$ cat config.mk
export PLATFORM = sky130hd
export DESIGN_NAME = adder_64b
export DESIGN_NICKNAME = d
export VERILOG_FILES = /design/src/rtl/adder_64b_pkg.sv /design/src/rtl/adder_64b_cla16.sv /design/src/rtl/adder_64b.sv
export SDC_FILE = /design/constraint.sdc
export NUM_CORES = 1
export LEC_CHECK = 0
export CORE_MARGIN = 1
export CORE_UTILIZATION = 60
export DETAILED_ROUTE_END_ITERATION = 8
export DONT_BUFFER_PORTS = 1
export PLACE_DENSITY_LB_ADDON = 0.1
export SETUP_SLACK_MARGIN = 0.15
export SYNTH_ARGS = -nofsm -noshare
export SYNTH_HDL_FRONTEND = slang
export SYNTH_SLANG_ARGS = --single-unit
export TNS_END_PERCENT = 50
$ cat constraint.sdc
create_clock -name clk -period 0.99 [get_ports clk]
set_clock_uncertainty 0.2 [all_clocks]
set_input_delay 0.0495 -clock clk [delete_from_list [all_inputs] [get_ports clk]]
set_output_delay 0.0495 -clock clk [all_outputs]
set_load 0.005 [all_outputs]
$ cat src/rtl/adder_64b_pkg.sv
// Shared constants and carry-lookahead helpers for the 64-bit adder/subtractor.
package adder_64b_pkg;

  localparam int unsigned XLEN = 64;

  // ALU op encoding for the add/sub select.
  localparam logic AluOpAdd = 1'b0;
  localparam logic AluOpSub = 1'b1;

  // Lookahead carries into positions 1..3 of a 4-wide g/p group, given carry-in c.
  function automatic logic [2:0] la_carries(input logic [3:0] g, input logic [3:0] p,
                                            input logic c);
    logic [2:0] cy;
    cy[0] = g[0] | (p[0] & c);
    cy[1] = g[1] | (p[1] & g[0]) | (p[1] & p[0] & c);
    cy[2] = g[2] | (p[2] & g[1]) | (p[2] & p[1] & g[0]) | (p[2] & p[1] & p[0] & c);
    return cy;
  endfunction

  // Group generate of a 4-wide g/p group.
  function automatic logic la_group_g(input logic [3:0] g, input logic [3:0] p);
    return g[3] | (p[3] & g[2]) | (p[3] & p[2] & g[1]) | (p[3] & p[2] & p[1] & g[0]);
  endfunction

endpackage

$ cat src/rtl/adder_64b_cla16.sv
// 16-bit carry-lookahead adder built from four 4-bit lookahead groups.
// Exposes block generate/propagate for a higher lookahead level.
module adder_64b_cla16
  import adder_64b_pkg::*;
(
  input  logic [15:0] a,
  input  logic [15:0] b,
  input  logic        c_in,
  output logic [15:0] s,
  output logic        g,
  output logic        p
);

  logic [15:0] bit_g, bit_p, bit_c;
  logic [3:0]  grp_g, grp_p, grp_c;

  always_comb begin
    bit_g = a & b;
    bit_p = a ^ b;
    for (int k = 0; k < 4; k++) begin
      grp_g[k] = la_group_g(bit_g[4*k +: 4], bit_p[4*k +: 4]);
      grp_p[k] = &bit_p[4*k +: 4];
    end
    grp_c = {la_carries(grp_g, grp_p, c_in), c_in};
    for (int k = 0; k < 4; k++) begin
      bit_c[4*k +: 4] = {la_carries(bit_g[4*k +: 4], bit_p[4*k +: 4], grp_c[k]), grp_c[k]};
    end
    s = bit_p ^ bit_c;
    g = la_group_g(grp_g, grp_p);
    p = &grp_p;
  end

endmodule

$ cat src/rtl/adder_64b.sv
// Registered 64-bit add/subtract: {c_o, s} = a + (sub ? ~b : b) + sub, one cycle latency.
module adder_64b
  import adder_64b_pkg::*;
(
  input  logic            clk,
  input  logic            rst_n,
  input  logic [XLEN-1:0] a,
  input  logic [XLEN-1:0] b,
  input  logic            sub,
  output logic [XLEN-1:0] s,
  output logic            c_o
);

  logic [XLEN-1:0] b_eff, sum_d, s_q;
  logic            c_in, c_d, c_q;
  logic [3:0]      blk_g, blk_p, blk_c;

  assign b_eff = (sub == AluOpAdd) ? b : ~b;
  assign c_in  = (sub == AluOpSub);

  for (genvar i = 0; i < 4; i++) begin : g_blk
    adder_64b_cla16 u_cla16 (
      .a    (a[16*i +: 16]),
      .b    (b_eff[16*i +: 16]),
      .c_in (blk_c[i]),
      .s    (sum_d[16*i +: 16]),
      .g    (blk_g[i]),
      .p    (blk_p[i])
    );
  end

  // Second-level lookahead across the four 16-bit blocks.
  always_comb begin
    blk_c = {la_carries(blk_g, blk_p, c_in), c_in};
    c_d   = la_group_g(blk_g, blk_p) | (&blk_p & c_in);
  end

  always_ff @(posedge clk or negedge rst_n) begin
    if (!rst_n) begin
      s_q <= '0;
      c_q <= 1'b0;
    end else begin
      s_q <= sum_d;
      c_q <= c_d;
    end
  end

  assign s   = s_q;
  assign c_o = c_q;

endmodule

# Word level (Yosys, flattened, before mapping)
# Index checks and enable logic that the tools add are counted.
op_classes:
  n_reduce_logical: 21
  n_bitwise: 498
  muxes: 1
op_table:
  columns: ["op", "n"]
  rows:
  - ["1-bit bitwise AND", 295]
  - ["1-bit bitwise OR", 190]
  - ["16-bit bitwise XOR", 8]
  - ["16-bit bitwise AND", 4]
  - ["64-bit 2-to-1 mux", 1]
  - ["64-bit NOT", 1]
  - ["16-bit AND reduction", 4]
  - ["4-bit AND reduction", 16]
  - ["64-bit AND reduction", 1]
totals:
  reg_bits: 65
  in_bits: 131

# Longest topological paths before layout
# Gate-level depths: netlist of run 1.
depth:
  word_depth: 20
  mapped_depth: 16
  mapped_depth_nobuf: 12

# Hierarchy
# A second synthesis of run 1 with hierarchy kept.
hier_totals:
  cells_unflattened: 533
  area_unflattened_um2: 5366.4
modules_own_cells:
  columns: ["mod", "n_inst", "area_each_um2", "cells_each"]
  rows:
  - ["adder_64b", 1, 2301.0, 141]
  - ["adder_64b_cla16 (g_blk[1].u_cla16 ...)", 3, 728.2, 94]
  - ["adder_64b_cla16 (g_blk[0].u_cla16)", 1, 880.8, 110]

# Worst setup path after synthesis of run 1
# No wires, ideal clock.
synth_path:
  kind: "input port to flip-flop"
  from: "input port sub"
  to: "register s_q[57] (netlist: s[57])"
  arrival_ns: 3.464
  setup_ns: 0.124
  stages: 15
  setup_slack_ns: -2.797
  t_required_ns: 0.666
  cell_sequence: "buf_2 clkbuf_1 clkbuf_1 xor2_1 ha_1 nand4_2 nor3_2 nand3_1 a2111oi_2 o21ai_1 and2_4 nor3_4 nor2_1 fa_1 xnor2_1"
synth_between:
  elab_chain_cells: 19
  elab_cells_between_ends: 175
  classes_between: "1 x mux; 160 x bitwise; 14 x reduce/logical"
synth_rtl:
  columns: ["element", "line", "rtl"]
  rows:
  - ["from (decl)", "adder_64b.sv:9", "input logic sub,"]
  - ["64-bit 2-to-1 mux", "adder_64b.sv:18", "assign b_eff = (sub == AluOpAdd) ? b : ~b;"]
  - ["16-bit bitwise XOR / 16-bit bitwise AND (equally long branches)", "adder_64b_cla16.sv:19, adder_64b_cla16.sv:18", null]
  - ["1-bit bitwise AND", "adder_64b_pkg.sv:22", "return g[3] | (p[3] & g[2]) | (p[3] & p[2] & g[1]) | (p[3] & p[2] & p[1] & g[0]);"]
  - ["1-bit bitwise OR / 1-bit bitwise AND (equally long branches) (2 in a row)", "adder_64b_pkg.sv:22", null]
  - ["1-bit bitwise OR", "adder_64b_pkg.sv:22", null]
  - ["1-bit bitwise AND", "adder_64b_pkg.sv:22", null]
  - ["1-bit bitwise OR (3 in a row)", "adder_64b_pkg.sv:22", null]
  - ["1-bit bitwise AND", "adder_64b_pkg.sv:16", "cy[2] = g[2] | (p[2] & g[1]) | (p[2] & p[1] & g[0]) | (p[2] & p[1] & p[0] & c);"]
  - ["1-bit bitwise OR (3 in a row)", "adder_64b_pkg.sv:16", null]
  - ["1-bit bitwise AND", "adder_64b_pkg.sv:15", "cy[1] = g[1] | (p[1] & g[0]) | (p[1] & p[0] & c);"]
  - ["1-bit bitwise OR", "adder_64b_pkg.sv:15", null]
  - ["1-bit bitwise AND", "adder_64b_pkg.sv:14", "cy[0] = g[0] | (p[0] & c);"]
  - ["1-bit bitwise OR", "adder_64b_pkg.sv:14", null]
  - ["16-bit bitwise XOR (*)", "adder_64b_cla16.sv:28", "s = bit_p ^ bit_c;"]
  - ["named net g_blk[3].u_cla16.s[9]", "adder_64b_cla16.sv:9", "output logic [15:0] s,"]
  - ["to (signal assigned)", "adder_64b.sv:43", "s_q <= sum_d;"]
  - ["to (decl)", "adder_64b.sv:14", "logic [XLEN-1:0] b_eff, sum_d, s_q;"]
# Mark *: on every way through the listed nets, which the timed path passes. The rest lies on a longest branch.

# Final worst setup path of run 1
layout_path:
  from: "input port sub"
  to: "register s_q[44] (netlist: s[44])"
layout_between:
  elab_chain_cells: 16
  elab_cells_between_ends: 136
  classes_between: "1 x mux; 124 x bitwise; 11 x reduce/logical"
layout_rtl:
  columns: ["element", "line"]
  rows:
  - ["64-bit 2-to-1 mux", "adder_64b.sv:18"]
  - ["16-bit bitwise XOR / 16-bit bitwise AND (equally long branches)", "adder_64b_cla16.sv:19, adder_64b_cla16.sv:18"]
  - ["1-bit bitwise AND", "adder_64b_pkg.sv:22"]
  - ["1-bit bitwise OR / 1-bit bitwise AND (equally long branches) (2 in a row)", "adder_64b_pkg.sv:22"]
  - ["1-bit bitwise OR", "adder_64b_pkg.sv:22"]
  - ["1-bit bitwise AND", "adder_64b_pkg.sv:22"]
  - ["1-bit bitwise OR (3 in a row)", "adder_64b_pkg.sv:22"]
  - ["1-bit bitwise AND", "adder_64b_pkg.sv:15"]
  - ["1-bit bitwise OR (2 in a row)", "adder_64b_pkg.sv:15"]
  - ["1-bit bitwise AND", "adder_64b_pkg.sv:16"]
  - ["1-bit bitwise OR", "adder_64b_pkg.sv:16"]
  - ["16-bit bitwise XOR (*)", "adder_64b_cla16.sv:28"]
  - ["named net g_blk[2].u_cla16.s[12]", "adder_64b_cla16.sv:9"]
# Marks and branches as above.

==> results of run 1 <==
## cells in the mapped netlist, drive strengths merged, types with 5 or more instances
master  count
a21o       11
a21oi      44
and3        5
clkbuf      9
dfrtp      65
fa         15
ha         64
inv        59
nand2      22
nand3      12
nand4       7
nor2       20
nor3       15
o21ai      21
o21bai      6
xnor2      32
xor2       76
## power by group through the flow
stage	logic (mW)	clock network (mW)	registers [mW]
after floorplan	2.78	0	3.90
after global placement	3.89	0	4.07
after detailed placement	4.11	0	4.06
after global routing	5.92	2.59	4.13
after CTS	4.60	2.48	4.02
final	5.47	2.47	4.04
## kinds of logic (layout without fill, tap and decap cells)
group           Yosys count  count (layout)  share of synthesized area (%)
compound gates          111             111                           15.4
xor+xnor                108             108                           17.8
simple gates            102             102                           10.4
fa+ha+maj                79              79                           20.7
buf+inv                  70             236                           4.96
flops                    65              65                           30.6
mux                       1               1                          0.188
other cells               0               1                              0
## per-layer routing
| metal | wire [µm] | global-route usage (%) | part of all wire (%) |
|---|---|---|---|
| met5 | 0 | 0 | 0 |
| met4 | 935 | 11.1 | 5.7 |
| met1 | 5540 | 32.0 | 34 |
| met2 | 8540 | 55.2 | 52 |
| met3 | 1370 | 10.3 | 8.4 |
## metrics by stage
stage | TNS, ps | setup WS (ps) | hold slack (ps)
after global placement | -95170 | -1850 | -445
after CTS | -73000 | -1490 | -819
after detailed placement | -97580 | -1930 | -445
final | -89730 | -1760 | -816
after floorplan | -109070 | -2210 | -446
after global routing | -89080 | -1710 | -827
## final timing paths
check | startpoint | end | slack, ps | depth (start not counted)
max | sub | s[44] | -1760 | 11
min | rst_n | s[5] | -820 | 0
max in group asynchronous | rst_n | s[27] | 1290 | 0
min in group clk | sub | s[0] | -340 | 1
## repair_timing
action / in CTS / in global routing
resized for setup: 58 / 67
gates cloned: 0 / 0
setup buffers: 19 / 25
pin swaps: 60 / 38
endpoints found under the setup margin: 128 / 129
hold endpoints to repair: 130 / 128
## cell type report
type,count,area [µm²]
tap,105,131
inverter,59,224
sequential,65,1630
clock inverter,2,35.0
multi-input combinational,401,3950
timing repair buffer,161,1300
antenna,1,2.50
clock buffer,14,173
fill,397,938
## state kept, by name, summed over array words and instances, names as in the netlist
| signal | count |
|---|---|
| s | 64 |
| c_o | 1 |
==> run_results.csv, run 1 <==
group,metric,value,unit
critical_path,crit_slowest_cell,"sky130_fd_sc_hd__fa_2",
critical_path,worst_setup_path_end_kind,"register",
layout,final_cell_area,7440,µm²
die,die_h,96.2,µm
routing,detail_route.wirelength,16.4,mm
sta,tightestPinTransition,531,ps
layout,final_core_utilization,88.8,%
clocking,clkTransAtPathRegs,80,ps
pwr,power_frac_comb,45.7,%
sta,setup_viol,79,
logic_synthesis,synth.area.top_cells,"sky130_fd_sc_hd__dfrtp_1 31%, sky130_fd_sc_hd__ha_1 15%, sky130_fd_sc_hd__xor2_1 13%",
sta,maxSlewViolCount,0,
critical_path,arrival,2830,ps
logic_synthesis,yosysTopAreaCellShare,30.6,%
placed_design,detailed_place.area,6370,µm²
logic_synthesis,cell_type_contributing_the_most_total_cell_area_after_synthesis,"sky130_fd_sc_hd__dfrtp_1",
layout,finish.net_count,907,
grt,overall_track_demand_over_capacity_in_global_routing,30.2,%
logic_synthesis,synth-edff-count,0,
logic_synthesis,synth_warnings,0,
routing,detail_route.first_pass.iterations,4,
logic_synthesis,synthFlopType,"sky130_fd_sc_hd__dfrtp_1",
pwr,p_switching,4.25,mW
pwr,ir_drop,0.00115,V
sta,rsz_0062_raised_after_global_routing,"true",
grt,grt_remaining_overflow,0,
outcome,failing_checks,"hold timing, setup timing",
job,cap_violations,0,
pwr,sw_frac_of_total,35.5,%
layout,final_common_cell,"sky130_fd_sc_hd__buf_4",
critical_path,path_common_cell,"sky130_fd_sc_hd__a21oi_2",
clocking,ctsLongestPathBuffers,2,
critical_path,setup.worst_path.class,"primary input to register",
pwr,power.density,1610,nW/µm²
sta,worst_slew_margin_rel,63.7,%
routing,drt_iter0_drcs,233,
logic_synthesis,total_nets_after_synthesis,746,
logic_synthesis,yosys_register_bits,65,
outcome,outcome,"complete, but fails checks",
logic_synthesis,syn-cell-area,5320,µm²
logic_synthesis,netlist_instances,536,
clocking,cts.sinks,65,
layout,area_growth_syn_to_layout,39.8,%
pwr,leakage,3.59,nW
sta,max_clock_freq,364,MHz
grt,number_of_antenna_violations_at_the_first_check_in_global_routing,1,
die,io-pin-count,196,
placed_design,place_inst,748,
pwr,clock_power_share,20.6,%
clocking,cts_made_buffers,9,
critical_path,crit_fanout,68,
pwr,internal_power,7.72,mW
routing,antenna_left,0,
routing,via_total_after_detailed_routing,4794,
clocking,ctsHtreeMaxLevel,3,
die,floorplan.initialDensity,63.5,%
critical_path,cp-start-kind,"primary input",
die,std_cell_rows,33,
sta,final_hold_viol_count,127,
placed_design,detailedPlacementHpwl,9.98,mm
pwr,totalPowerFinal,12.0,mW
layout,final_cell_mix,"136 x sky130_fd_sc_hd__buf_4, 71 x sky130_fd_sc_hd__xor2_1, 65 x sky130_fd_sc_hd__dfrtp_1",
routing,routedWlPerCell,20.3,µm
clocking,cts_tree,"yes",
logic_synthesis,synth.avg_cell_area,9.93,µm²
die,die_width,96.2,µm
layout,final_cell_count_no_fill,808,
placed_design,final_weighted_congestion_of_routability_driven_global_placement,0.846,
routing,remaining_design_rule_violation_count,0,
die,floorplan.core_area,8380,µm²
sta,setup_slack,-1760,ps
logic_synthesis,async_reset_ff_share,100,%
placed_design,port-buffer-count,0,
sta,finalCriticalPeriod,2750,ps
critical_path,crit_required,1070,ps
grt,first_pass_grt_wire_length,21.1,mm
critical_path,timing.critical_path.buf_inv,1,
hold_path,hold_class,"primary input to asynchronous set/reset pin",
sta,post-route-period-util,278,%
logic_synthesis,synth_cell_types,59,
routing,vias_per_cell,5.93,
layout,layout-drive-gt1-share,42.6,%
die,floorplan.die_area,9250,µm²
sta,whs,-816,ps
critical_path,crit_path_cells,"xor2_1 > ha_1 > a21oi_2 > o21ai_2 > a221oi_4 > nor3_4 > or3_4 > a211o_1 > a21oi_2 > fa_2 > inv_1",
clocking,cts_root_buf,"sky130_fd_sc_hd__clkbuf_8",
logic_synthesis,yosysSeqAreaShare,30.6,%
critical_path,critical-path-max-stage-delay,450,ps
grt,pin_count_of_the_biggest_net_entering_global_routing,69,
critical_path,cp_top_family,"compound AO/OA/AOI/OAI gates",
grt,vias_in_the_first_global_route,4661,
pwr,sequential_cell_fraction_of_total_power,33.7,%
Power figures use the tool's default switching activity.
==> run 2, diff against run 1 <==
--- a/config.mk
+++ b/config.mk
@@ -7,6 +7,7 @@
 export LEC_CHECK = 0
 export CORE_MARGIN = 1
 export CORE_UTILIZATION = 60
+export CTS_BUF_LIST = sky130_fd_sc_hd__clkbuf_4
 export DETAILED_ROUTE_END_ITERATION = 8
 export DONT_BUFFER_PORTS = 1
 export PLACE_DENSITY_LB_ADDON = 0.1
==> run_results.csv, run 2 (synthesis gave the netlist of run 1 again) <==
group,metric,value,unit
routing,antenna_left,0,
layout,multiInputGateArea,3860,µm²
sta,max_clock_freq,388,MHz
sta,whs,-884,ps
grt,overall_track_demand_over_capacity_in_global_routing,30.4,%
grt,pin_count_of_the_biggest_net_entering_global_routing,69,
critical_path,worst_setup_path_end_kind,"register",
outcome,failing_checks,"hold timing, setup timing",
die,io-pin-count,196,
sta,post-route-period-util,260,%
die,die_width,96.2,µm
placed_design,place_ws,-1930,ps
placed_design,detailedPlacementHpwl,9.98,mm
grt,first_pass_grt_wire_length,21.4,mm
routing,vias_per_cell,5.85,
outcome,outcome,"complete, but fails checks",
clocking,clkTransAtPathRegs,110,ps
routing,remaining_design_rule_violation_count,0,
sta,maxSlewViolCount,0,
die,floorplan.initialDensity,63.5,%
pwr,leakage,3.53,nW
die,std_cell_rows,33,
layout,final_common_cell,"sky130_fd_sc_hd__buf_4",
layout,final_cell_count_no_fill,805,
layout,finish.net_count,905,
critical_path,arrival,2730,ps
sta,setup_slack,-1580,ps
sta,final_hold_viol_count,130,
routing,detail_route.wirelength,15.7,mm
routing,drt_iter0_drcs,141,
clocking,cts_made_buffers,9,
sta,worst_slew_margin_rel,65.5,%
layout,largest_reg_flops,64,
sta,setup_viol,128,
die,floorplan.die_area,9250,µm²
grt,number_of_antenna_violations_at_the_first_check_in_global_routing,0,
clocking,ctsHtreeMaxLevel,3,
pwr,totalPowerFinal,11.1,mW
sta,finalCriticalPeriod,2570,ps
critical_path,crit_required,1150,ps
sta,tightestPinTransition,504,ps
layout,layout-drive-gt1-share,40.1,%
hold_path,hold_class,"primary input to asynchronous set/reset pin",
layout,final_cell_mix,"136 x sky130_fd_sc_hd__buf_4, 72 x sky130_fd_sc_hd__xor2_1, 65 x sky130_fd_sc_hd__dfrtp_1",
critical_path,setup.worst_path.class,"primary input to register",
critical_path,cp-start-kind,"primary input",
clocking,cts_tree,"yes",
pwr,power.density,1530,nW/µm²
die,die_h,96.2,µm
routing,via_total_after_detailed_routing,4709,
clocking,cts.sinks,65,
sta,rsz_0062_raised_after_global_routing,"true",
critical_path,crit_fanout,68,
routing,routedWlPerCell,19.4,µm
grt,grt_remaining_overflow,0,
clocking,cts_root_buf,"sky130_fd_sc_hd__clkbuf_4",
placed_design,place_inst,748,
placed_design,port-buffer-count,0,
job,cap_violations,0,
pwr,ir_drop,0.00112,V
routing,detail_route.first_pass.iterations,5,
layout,regArea,1630,µm²
clocking,cts_hold_repair.buffers,1,
die,floorplan.core_area,8380,µm²
critical_path,cp-startpoint,"sub",
grt,vias_in_the_first_global_route,4723,
layout,num_antenna_cells,0,
layout,area_growth_syn_to_layout,36.2,%
placed_design,final_weighted_congestion_of_routability_driven_global_placement,0.846,
clocking,ctsLongestPathBuffers,2,
layout,fillCellCount,431,
==> run 2: worst paths after layout <==
path / to / cells after the start / slack (ps)
min: s[5] / 0 / -880
min in group clk: s[0] / 1 / -480
max in group asynchronous: s[27] / 0 / 1350
max: s[44] / 11 / -1580
==> run 2: through the flow <==
step | cell area [µm²] | utilization [%] | setup TNS (ps)
floorplan | 5480 | - | -109070
global placement | 6370 | 76.0 | -95170
detailed placement | 6370 | 76.0 | -97580
CTS | 6960 | 83.0 | -73400
global route | 7250 | 86.5 | -91660
finish | 7250 | 86.5 | -85000
==> run 2: report_power, final <==
part	leakage, nW	switching [mW]	internal [mW]
Sequential	0.756	0.505	3.51
Combinational	2.70	2.54	2.74
Clock	0.0734	1.03	0.801
==> run 2: cell type report <==
| cell class | count | share of cell area (%) |
|---|---|---|
| clock buffer | 11 | 1.14 |
| clock inverter | 5 | 0.638 |
| inverter | 59 | 3.05 |
| multi-input combinational | 401 | 53.2 |
| sequential | 65 | 22.4 |
| tap | 105 | 1.81 |
| timing repair buffer | 159 | 17.8 |
==> run 2: critical path, stage by stage <==
cell,delay (ps)
sky130_fd_sc_hd__xor2_1,160
sky130_fd_sc_hd__ha_1,340
sky130_fd_sc_hd__a21oi_2,240
sky130_fd_sc_hd__o21ai_2,90
sky130_fd_sc_hd__a221oi_2,270
sky130_fd_sc_hd__o21ai_1,170
sky130_fd_sc_hd__or3_4,450
sky130_fd_sc_hd__a211o_1,300
sky130_fd_sc_hd__a21oi_2,170
sky130_fd_sc_hd__fa_1,420
sky130_fd_sc_hd__inv_1,60
==> run 2: timing repair <==
item / CTS / global route
setup buffers: 23 / 17
endpoints found under the hold margin: 130 / 130
setup endpoints to repair: 128 / 128
pin swaps: 64 / 36
cloned: 0 / 0
gates resized for setup: 66 / 38
==> run 2: per-layer routing <==
metal / vias to the layer above / track usage [%] / share of wire [%]
li1: 2150 / - / -
met1: 2253 / 32.8 / 35
met2: 242 / 55.6 / 52
met3: 64 / 9.08 / 8.1
met4: 0 / 11.6 / 4.9
met5: - / 0 / 0
==> run 3, diff against run 2 <==
--- a/config.mk
+++ b/config.mk
@@ -5,9 +5,11 @@
 export SDC_FILE = /design/constraint.sdc
 export NUM_CORES = 1
 export LEC_CHECK = 0
+export CORE_ASPECT_RATIO = 1.4
 export CORE_MARGIN = 1
 export CORE_UTILIZATION = 60
 export CTS_BUF_LIST = sky130_fd_sc_hd__clkbuf_4
+export CTS_CLUSTER_DIAMETER = 60
 export DETAILED_ROUTE_END_ITERATION = 8
 export DONT_BUFFER_PORTS = 1
 export PLACE_DENSITY_LB_ADDON = 0.1
==> run_results.csv, run 3 (synthesis gave the netlist of run 1 again) <==
group,metric,value,unit
die,io-pin-count,196,
placed_design,detailed_place.area,6330,µm²
critical_path,crit_slowest_cell,"sky130_fd_sc_hd__fa_2",
routing,via_total_after_detailed_routing,4685,
job,cap_violations,0,
placed_design,detailedPlacementHpwl,10.0,mm
grt,overall_track_demand_over_capacity_in_global_routing,31.2,%
sta,max_clock_freq,388,MHz
critical_path,setup.worst_path.class,"primary input to register",
hold_path,hold_class,"primary input to asynchronous set/reset pin",
critical_path,arrival,2750,ps
critical_path,crit_path_cells,"xor2_1 > ha_1 > a21oi_1 > o21ai_0 > a21oi_2 > o21ai_2 > or3_4 > a211o_1 > a21oi_2 > fa_2 > inv_2",
outcome,outcome,"complete, but fails checks",
routing,vias_per_cell,5.85,
layout,largest_reg_flops,64,
sta,worst_slew_margin_rel,61.4,%
layout,layout-drive-gt1-share,44.1,%
critical_path,cp-start-kind,"primary input",
sta,rsz_0062_raised_after_global_routing,"true",
critical_path,path_common_cell,"sky130_fd_sc_hd__a21oi_2",
routing,detail_route.first_pass.iterations,4,
placed_design,place_ws,-1920,ps
critical_path,worst_setup_path_end_kind,"register",
layout,final_cell_area,7460,µm²
layout,final_cell_count_no_fill,801,
clocking,clkTransAtPathRegs,120,ps
clocking,cts_made_buffers,9,
layout,final_common_cell,"sky130_fd_sc_hd__buf_4",
placed_design,port-buffer-count,0,
outcome,failing_checks,"hold timing, setup timing",
clocking,cts.sinks,65,
critical_path,critical-path-max-stage-delay,450,ps
layout,final_cell_mix,"130 x sky130_fd_sc_hd__buf_4, 66 x sky130_fd_sc_hd__xor2_1, 64 x sky130_fd_sc_hd__dfrtp_1",
critical_path,cp_top_family,"compound AO/OA/AOI/OAI gates",
clocking,ctsHtreeMaxLevel,3,
routing,routedWlPerCell,19.4,µm
routing,detail_route.wirelength,15.5,mm
routing,remaining_design_rule_violation_count,0,
placed_design,place_inst,742,
sta,setup_viol,128,
sta,post-route-period-util,260,%
grt,pin_count_of_the_biggest_net_entering_global_routing,69,
clocking,ctsLongestPathBuffers,2,
sta,tightestPinTransition,564,ps
pwr,ir_drop,0.00143,V
critical_path,crit_required,1160,ps
sta,finalCriticalPeriod,2580,ps
routing,antenna_left,0,
layout,num_antenna_cells,0,
pwr,power.density,1520,nW/µm²
die,floorplan.die_area,9260,µm²
grt,vias_in_the_first_global_route,5035,
grt,grt_remaining_overflow,0,
die,floorplan.initialDensity,61.8,%
layout,finish.net_count,902,
placed_design,final_weighted_congestion_of_routability_driven_global_placement,0.897,
clocking,cts_hold_repair.buffers,1,
critical_path,timing.critical_path.buf_inv,1,
sta,final_hold_viol_count,130,
pwr,leakage,3.57,nW
clocking,cts_tree,"yes",
sta,whs,-903,ps
sta,maxSlewViolCount,0,
routing,drt_iter0_drcs,208,
die,die_h,113,µm
die,std_cell_rows,40,
critical_path,crit_fanout,68,
clocking,cts_root_buf,"sky130_fd_sc_hd__clkbuf_4",
grt,first_pass_grt_wire_length,21.8,mm
grt,number_of_antenna_violations_at_the_first_check_in_global_routing,0,
die,floorplan.core_area,8610,µm²
layout,area_growth_syn_to_layout,40.2,%
sta,setup_slack,-1590,ps
die,die_width,81.6,µm
## run 3: worst paths after layout
check                       from    end  slack, ps  depth (start not counted)
max                          sub  s[44]      -1590                         11
min                        rst_n  s[49]       -900                          0
max in group asynchronous  rst_n  s[25]       1390                          0
min in group clk             sub   s[0]       -460                          1
## run 3: repair_timing
item	in CTS	in global routing
pin swaps	56	58
setup endpoints to repair	128	130
endpoints found under the hold margin	130	130
buffers inserted	26	17
resized for setup	77	70
## run 3: per-layer routing
layer  part of all wire, %  track usage [%]
met1                    32             28.9
met2                    55             59.2
met3                   7.2             8.48
met4                   5.5             16.6
met5                     0                0
## run 3: layout make-up
type / instances / area, µm²
clock buffers: 10 / 75.1
clock inverters: 5 / 47.5
fillers: 431 / 1150
inverters: 59 / 221
multi-input cells: 401 / 4090
flip-flops and latches: 65 / 1630
well taps: 105 / 131
repair buffers: 156 / 1270
## run 3: report_power, final
group | internal [mW] | switching (mW) | leakage [nW]
logic | 2.89 | 2.61 | 2.74
registers | 3.51 | 0.529 | 0.755
clock network | 0.761 | 1.00 | 0.0711
## run 3: per-stage QoR
step                total power, mW  util [%]  TNS, ps
floorplan                      6.69         -  -109070
global placement               7.97      73.5   -94510
detailed placement             8.16      73.5   -98580
CTS                            10.5      81.1   -74790
global route                   12.0      86.7   -87970
finish                         11.3      86.7   -85060
